**src/rtl/sseg_scan_decoder.sv**
```systemverilog
// rtl/sseg_scan_decoder.sv - decodes a multiplexed 4-digit seven-segment an/seg bus back to hex nibbles
module sseg_scan_decoder #(
  parameter int SETTLE_CYCLES  = 16,
  parameter int TIMEOUT_CYCLES = 262144
) (
  input  logic       clk,
  input  logic       reset,
  input  logic [3:0] an,
  input  logic [7:0] seg,
  output logic [3:0] hex0,
  output logic [3:0] hex1,
  output logic [3:0] hex2,
  output logic [3:0] hex3,
  output logic [3:0] dp,
  output logic [3:0] digit_valid,
  output logic       frame_done,
  output logic       pattern_err,
  output logic       an_err,
  output logic       stale
);

  localparam int SW = $clog2(SETTLE_CYCLES + 1);
  localparam int TW = $clog2(TIMEOUT_CYCLES + 1);
  localparam logic [SW-1:0] SETTLE_MAX  = SW'(SETTLE_CYCLES);
  localparam logic [SW-1:0] SETTLE_LAST = SW'(SETTLE_CYCLES - 1);
  localparam logic [TW-1:0] WD_MAX      = TW'(TIMEOUT_CYCLES);
  localparam logic [TW-1:0] WD_LAST     = TW'(TIMEOUT_CYCLES - 1);

  typedef enum logic [1:0] {IDLE, SETTLE, HOLD} state_t;

  state_t        state, state_next;
  logic [3:0]    an_s, an_p;
  logic [7:0]    seg_s, seg_p;
  logic          stable;
  logic [SW-1:0] settle_cnt;
  logic [TW-1:0] wd_cnt;
  logic [3:0]    captured_mask;
  logic [3:0]    mask_next;
  logic [3:0]    hex_r [4];
  logic          capture;
  logic          one_hot;
  logic [1:0]    idx;
  logic [4:0]    glyph;

  function automatic logic [4:0] decode_glyph(input logic [6:0] g);
    case (g)
      7'h40: decode_glyph = 5'h10;
      7'h79: decode_glyph = 5'h11;
      7'h24: decode_glyph = 5'h12;
      7'h30: decode_glyph = 5'h13;
      7'h19: decode_glyph = 5'h14;
      7'h12: decode_glyph = 5'h15;
      7'h02: decode_glyph = 5'h16;
      7'h78: decode_glyph = 5'h17;
      7'h00: decode_glyph = 5'h18;
      7'h10: decode_glyph = 5'h19;
      7'h08: decode_glyph = 5'h1A;
      7'h03: decode_glyph = 5'h1B;
      7'h46: decode_glyph = 5'h1C;
      7'h21: decode_glyph = 5'h1D;
      7'h06: decode_glyph = 5'h1E;
      7'h0E: decode_glyph = 5'h1F;
      default: decode_glyph = 5'h00;
    endcase
  endfunction

  assign stable = (an_s == an_p) && (seg_s == seg_p);
  assign glyph  = decode_glyph(seg_s[6:0]);

  always_comb begin
    idx     = 2'd0;
    one_hot = 1'b1;
    case (an_s)
      4'b1110: idx = 2'd0;
      4'b1101: idx = 2'd1;
      4'b1011: idx = 2'd2;
      4'b0111: idx = 2'd3;
      default: one_hot = 1'b0;
    endcase
  end

  assign mask_next = captured_mask | (4'b0001 << idx);

  always_ff @(posedge clk or posedge reset) begin
    if (reset) begin
      an_s       <= 4'b0;
      an_p       <= 4'b0;
      seg_s      <= 8'b0;
      seg_p      <= 8'b0;
      settle_cnt <= '0;
      state      <= IDLE;
    end else begin
      an_s  <= an;
      an_p  <= an_s;
      seg_s <= seg;
      seg_p <= seg_s;
      if (!stable)
        settle_cnt <= '0;
      else if (settle_cnt != SETTLE_MAX)
        settle_cnt <= settle_cnt + 1'b1;
      state <= state_next;
    end
  end

  // Capture fires on the edge where the count reaches SETTLE_CYCLES, giving SETTLE_CYCLES+2 edges pin-to-output.
  always_comb begin
    state_next = state;
    capture    = 1'b0;
    case (state)
      IDLE:
        if (an_s != 4'b1111) state_next = SETTLE;
      SETTLE:
        if (an_s == 4'b1111)
          state_next = IDLE;
        else if (stable && settle_cnt >= SETTLE_LAST) begin
          capture    = 1'b1;
          state_next = HOLD;
        end
      HOLD:
        if (!stable) state_next = (an_s == 4'b1111) ? IDLE : SETTLE;
      default:
        state_next = IDLE;
    endcase
  end

  always_ff @(posedge clk or posedge reset) begin
    if (reset) begin
      for (int i = 0; i < 4; i++) hex_r[i] <= 4'b0;
      dp            <= 4'b0;
      digit_valid   <= 4'b0;
      captured_mask <= 4'b0;
      frame_done    <= 1'b0;
      pattern_err   <= 1'b0;
      an_err        <= 1'b0;
      stale         <= 1'b0;
      wd_cnt        <= '0;
    end else begin
      frame_done  <= 1'b0;
      pattern_err <= 1'b0;
      an_err      <= 1'b0;
      if (capture) begin
        wd_cnt <= '0;
        if (!one_hot) begin
          an_err <= 1'b1;
        end else if (glyph[4]) begin
          hex_r[idx]       <= glyph[3:0];
          dp[idx]          <= ~seg_s[7];
          digit_valid[idx] <= 1'b1;
          stale            <= 1'b0;
          if (mask_next == 4'b1111) begin
            frame_done    <= 1'b1;
            captured_mask <= 4'b0;
          end else begin
            captured_mask <= mask_next;
          end
        end else begin
          digit_valid[idx] <= 1'b0;
          pattern_err      <= 1'b1;
        end
      end else if (wd_cnt == WD_LAST) begin
        // Counter parks at WD_MAX so expiry side effects happen once.
        wd_cnt        <= WD_MAX;
        stale         <= 1'b1;
        digit_valid   <= 4'b0;
        captured_mask <= 4'b0;
      end else if (wd_cnt != WD_MAX) begin
        wd_cnt <= wd_cnt + 1'b1;
      end
    end
  end

  assign hex0 = hex_r[0];
  assign hex1 = hex_r[1];
  assign hex2 = hex_r[2];
  assign hex3 = hex_r[3];

endmodule

```
**config.mk**
```make
export PLATFORM = sky130hd
export DESIGN_NAME = sseg_scan_decoder
export DESIGN_NICKNAME = d
export VERILOG_FILES = /design/src/rtl/sseg_scan_decoder.sv
export SDC_FILE = /design/constraint.sdc
export NUM_CORES = 1
export LEC_CHECK = 0
export ABC_AREA = 1
export BUFFER_PORTS_ARGS = -buffer_cell sky130_fd_sc_hd__buf_2
export CAP_MARGIN = 20
export CORE_MARGIN = 2
export CORE_UTILIZATION = 45
export CTS_BUF_LIST = sky130_fd_sc_hd__clkbuf_4
export CTS_CLUSTER_DIAMETER = 40
export DETAILED_ROUTE_END_ITERATION = 8
export PLACE_DENSITY = 0.75
export SYNTH_ARGS = -nofsm -noshare
export SYNTH_HDL_FRONTEND = slang
export SYNTH_SLANG_ARGS = --single-unit
export TNS_END_PERCENT = 50
```
**constraint.sdc**
```tcl
create_clock -name clk -period 2.8 [get_ports clk]
set_clock_uncertainty 0.05 [all_clocks]
set_input_delay 0.42 -clock clk [delete_from_list [all_inputs] [get_ports clk]]
set_output_delay 0.42 -clock clk [all_outputs]
set_load 0.05 [all_outputs]
```
# == Yosys cells after proc, flatten, opt, wreduce, memory -nomap -nowiden ==
# Cells that the tools add are included.
# word_totals
register_bits,82
input_bits,14
wordCells,124
# classes
addsub,2
magnitude_cmp,5
eq_ne,35
n_shift,1
mux,44
bitwise_logic,6
n_reduce_logical,13
# ops
cell,n
5-bit case mux with 16 select lines,1
19-bit two-way mux,3
4-bit two-way mux,9
"7-bit == test, second input constant",4
"7-bit by 5-bit == test with 1-bit output, second input constant",3
"7-bit by 6-bit == test with 1-bit output, second input constant",3
"4-bit == test, second input constant",5
"19-bit by 1-bit adder with 19-bit output, second input constant",1
"19-bit by 18-bit == test with 1-bit output, second input constant",1
1-bit two-way mux,19
"19-bit inequality test, second input constant",1
16-bit bitwise mux,1
"7-bit by 2-bit == test with 1-bit output, second input constant",2
"7-bit by 4-bit == test with 1-bit output, second input constant",2
2-bit case mux with 3 select lines,2
5-bit two-way mux,2
3-bit AND reduction,3
4-bit demux with 2-bit select,1
8-bit == test,1
2-bit two-way mux,4
4-bit OR,2
"7-bit by 3-bit == test with 1-bit output, second input constant",1
7-bit zero test,1
"2-bit by 1-bit inequality test with 1-bit output, second input constant",3
27 further kinds,31

# == Logic depth before layout (Yosys ltp) ==
# depth
depth_word,11
depth_mapped,12
ltp_nobuf,12

# == Worst setup path before layout ==
# No wires, ideal clock.
# synth_path
path_kind,register to register
startpoint,register an_s[1]
endpoint,register dp[3]
setup_time_ns,0.119
arrival_time_ns,1.638
required_time_ns,2.631
setup_slack_ns,0.993
stages_incl_launch_ff,12
path_buffers,1
synth_period_minus_slack_ns,1.807
cell_sequence,dfrtp_1 > nand2_2 > nor2_1 > nor2_1 > inv_1 > nor2_1 > nand4_4 > nor2_2 > buf_4 > nand3_2 > nand2_1 > nand2_1
# synth_between
elab_chain_len,7
# synth_lines
element,line,text
"start, declared",32,"logic [3:0] an_s, an_p;"
"start signal, assigned",93,an_s <= an;
4-bit by 3-bit == test with 1-bit output (tied with other cells),73,case (an_s)
2-bit case mux with 3 select lines or 1-bit logical AND (tied branches),"73, 67",
2-bit by 3-bit < comparator with 1-bit output (implied by the code) (tied with other cells),147,dp[idx] <= ~seg_s[7];
1-bit logical AND (implied by the code) or 1-bit two-way mux (tied branches),"147, 115",
"1-bit two-way mux, on equally long branches","147, 113",
1-bit demux with 2-bit select or 1-bit two-way mux (tied branches),"147, 109",
4-bit bitwise mux or 3-bit AND reduction (tied branches),--,
"end signal, assigned by index",147,
"end, declared",14,"output logic [3:0] dp,"
# Parallel ways exist; a longest one is shown, timed or not.
# A chain may end at the register's enable or synchronous reset.

# == Worst setup path after layout ==
# layout_path
startpoint,register seg_s[3]
endpoint,register captured_mask[3]
# layout_between
elab_chain_len,8
# layout_lines
element,line,text
"start, declared",33,"logic [7:0] seg_s, seg_p;"
"start signal, assigned",95,seg_s <= seg;
8-bit == test,67,assign stable = (an_s == an_p) && (seg_s == seg_p);
1-bit logical AND,67,
1-bit logical AND,115,else if (stable && settle_cnt >= SETTLE_LAST) begin
1-bit two-way mux,115,
1-bit two-way mux,113,if (an_s == 4'b1111)
1-bit two-way mux,109,case (state)
2-bit by 1-bit inequality test with 1-bit output (no line) or 2-bit nonzero test (tied branches),--,
3-bit AND reduction (no line),--,
"end signal, assigned",154,captured_mask <= mask_next;
"end, declared",37,logic [3:0] captured_mask;
# Parallel ways exist; a longest one is shown, timed or not.

==> flow_summary.json <==
{
  "drtAntennaViolNets": 0,
  "via_per_inst": 5.169,
  "use_met3": 0.04510,
  "cellLeakagePower_nw": 2.408,
  "grt_start_max_net_pins": 83,
  "crit_buf_inv": 0,
  "nets": 551,
  "setup_viol": 0,
  "multi_input_area_sq_mm": 0.001699,
  "die_width_microns": 98.24,
  "hpwl_mm": 6.033,
  "slew_viol_final": 0,
  "syn_area_per_cell_sq_um": 8.274,
  "gp_congestion": 0.9671,
  "ys_seq_elements": 82,
  "grt_util_all_layers": 0.1837,
  "critPathMaxFanout": 27,
  "drt_iter0_markers": 223,
  "crit_path_max_incr_delay_ns": 0.50,
  "max_freq_ghz": 0.4137,
  "cp.arrival_ns": 2.69,
  "instances_no_fill": 644,
  "vias": 3329,
  "grt_use_met2": 0.2987,
  "worst-path-stages": 11,
  "io-pin-count": 42,
  "fp-row-count": 34,
  "ctsResizeCount": 0,
  "seq_area_sq_mm": 0.002052,
  "wirelength_mm": 8.377,
  "yosys.area.top_type": "dfrtp_1",
  "hold_viol_final": 0,
  "cp_top_family": "simple AND/OR/NAND/NOR gates",
  "postCtsSetupRepairBufs": 0,
  "worst_pin_slew_ns": 0.5565,
  "cts_max_level": 3,
  "cts-buffers-inserted": 9,
  "synth_area_leaders": "dfrtp_1, nand2_1, nor2_1",
  "io_buffers": 41,
  "routedWlPerCell_microns": 13.01,
  "cts_hold_buffers": 0,
  "clkSinkCount": 82,
  "cts_tree": "done",
  "rsz0062_at_grt": "false",
  "stdcell_area_sq_mm": 0.004487,
  "crit_top_cell": "nand2_1",
  "n_antenna_cell": 0,
  "startpoint_type": "register",
  "rr_worst_depth": 11,
  "antenna_found_initial": 0,
  "slew_headroom": 0.6286,
  "path_cells": "nor2_1 -> nand3_1 -> nand2_1 -> nand2_1 -> nand2_1 -> nor2_1 -> nand3_2 -> nand3_2 -> nand2_1 -> nand2_1 -> nand2_1",
  "syn_nets": 502,
  "fill_cells": 817,
  "cp-end-kind": "register",
  "crit_required_ns": 3.07,
  "use_met1": 0.2447,
  "yosysUniqueCellTypes": 30,
  "min_period_over_period": 0.8633,
  "status": "finished clean",
  "coreArea_sq_mm": 0.008678,
  "dieArea_sq_mm": 0.009650,
  "cts_root_buffer": "clkbuf_4",
  "critical_path_class": "reg2reg",
  "drive_gt1_frac": 0.1455,
  "first_pass_iters": 5,
  "top_usage_layer": "met2",
  "slowest_stage": "dfrtp_1",
  "tns_ns": 0,
  "syn_area_sq_mm": 0.003996,
  "period_needed_ns": 2.417,
  "max_cap_violations": 0,
  "cts.clk_slew.worst_paths_ns": 0.13,
  "max-vdd-ir-drop_v": 0.0002462,
  "drc": 0,
  "yosysWarnings": 0,
  "clk_latency_ns": 0.42,
  "start_util": 0.4605,
  "hold_path_class": "in2async",
  "yosysTopAreaCellShare": 0.5135,
  "cts_buffer_depth": 2,
  "die_h_microns": 98.24,
  "synthToLayoutAreaGrowth_pct": 12.27,
  "place_area_sq_mm": 0.004327,
  "grt_pass1_wl_mm": 14.46,
  "dpl.cell_count": 628,
  "ys_seq_area_frac": 0.5135,
  "power_mw": 2.121,
  "overflow": 0,
  "power_density_mw_per_mm2": 472.7,
  "grt_pass1_vias": 3146,
  "synth_cells": 483
}
-- synthesized netlist by cell type --
cell type and instances:
nor2_2 1, nand2_1 137, nor3b_1 1, dfrtp_1 82
ha_1 5, or2_2 3, nand4_4 1, nand3_1 23
nor3_1 11, inv_2 4, nand3b_1 1, o211ai_1 2
o21ai_1 1, nand3_2 7, a21oi_1 5, nand4_1 37
o21ai_0 5, nand2_2 2, nor2_4 1, nor2_1 70
xnor2_1 10, nor3_4 1, buf_2 4, inv_1 50
buf_6 1, nor4_1 4, xor2_1 11, a22oi_1 1
clkinv_1 1, buf_4 1
-- worst min-delay path: cells and delay by family --
family / cells / cell delay [ns]
buf+inv: 3 / 0.48
-- state kept, by name (all words and copies together) (netlist names) --
name           count
hex3               4
hex0               4
seg_p              8
captured_mask      4
wd_cnt            19
seg_s              8
frame_done         1
an_p               4
hex1               4
settle_cnt         5
hex2               4
stale              1
an_s               4
an_err             1
dp                 4
pattern_err        1
digit_valid        4
state              2
-- metal layers --
| layer | up-vias | part of all wire |
|---|---|---|
| met5 | - | 0 |
| met4 | 0 | 0.014 |
| met3 | 12 | 0.056 |
| met2 | 92 | 0.49 |
| met1 | 1574 | 0.44 |
| li1 | 1651 | - |
-- final timing paths --
check	from	to	slack, ns
worst min register to register	seg_s[7]$_DFF_PP0_	seg_p[7]$_DFF_PP0_	0.39
worst min-delay path	reset	seg_s[0]$_DFF_PP0_	0.002
max in group asynchronous	reset	settle_cnt[3]$_DFFE_PP0P_	2.34
min in group clk	seg[4]	seg_s[4]$_DFF_PP0_	0.04
worst max register to register	seg_s[3]$_DFF_PP0_	captured_mask[3]$_DFFE_PP0P_	0.38
worst max-delay path	seg_s[3]$_DFF_PP0_	captured_mask[3]$_DFFE_PP0P_	0.38
-- per-stage QoR --
step | utilization | worst slack, ns | hold slack [ns]
floorplan | - | 0.2216 | 0.3241
global placement | 0.4986 | 0.6130 | 0.3375
detailed placement | 0.4986 | 0.4983 | 0.3571
CTS | 0.5159 | 0.4371 | 0.01807
global route | 0.5170 | 0.1564 | 0.0009273
finish | 0.5170 | 0.3828 | 0.002204
-- cells in the final DEF (no fill, tap or decap), types with 4 or more instances in the layout --
cell      Yosys  layout
clkbuf_4      0       9
inv_1        50      49
o21ai_0       5       5
a21oi_1       5       5
nand4_1      37      37
ha_1          5       5
nor3_1       11      11
nand3_2       7       7
nand3_1      23      23
xnor2_1      10      10
buf_2         4      41
nor2_1       70      70
dfrtp_1      82      82
inv_2         4       4
nand2_1     137     137
xor2_1       11      11
nor4_1        4       4
-- cells by family after synthesis --
kind of cell             Yosys count  share of synthesized area
AO/OA/AOI/OAI                     14                    0.01941
XOR/XNOR                          21                    0.04602
adder cells (fa/ha/maj)            5                    0.01565
buffers and inverters             61                    0.06136
flip-flops                        82                     0.5135
AND/OR/NAND/NOR                  300                     0.3441
-- area by class of cell --
type	instances	area share
clock buffers	9	0.01506
clock inverters	6	0.01840
inverters	55	0.04629
multi-input cells	340	0.3787
flip-flops and latches	82	0.4573
well taps	108	0.03012
repair buffers	44	0.05410
-- power breakdown --
part | total (mW) | internal, mW | leakage (nW) | switching (mW)
registers | 1.23 | 1.21 | 1.07 | 0.0238
clock network | 0.748 | 0.353 | 0.0832 | 0.395
logic | 0.141 | 0.0420 | 1.25 | 0.0991
total | 2.12 | 1.60 | 2.41 | 0.517
No activity file was read; power rests on OpenSTA's default activity.
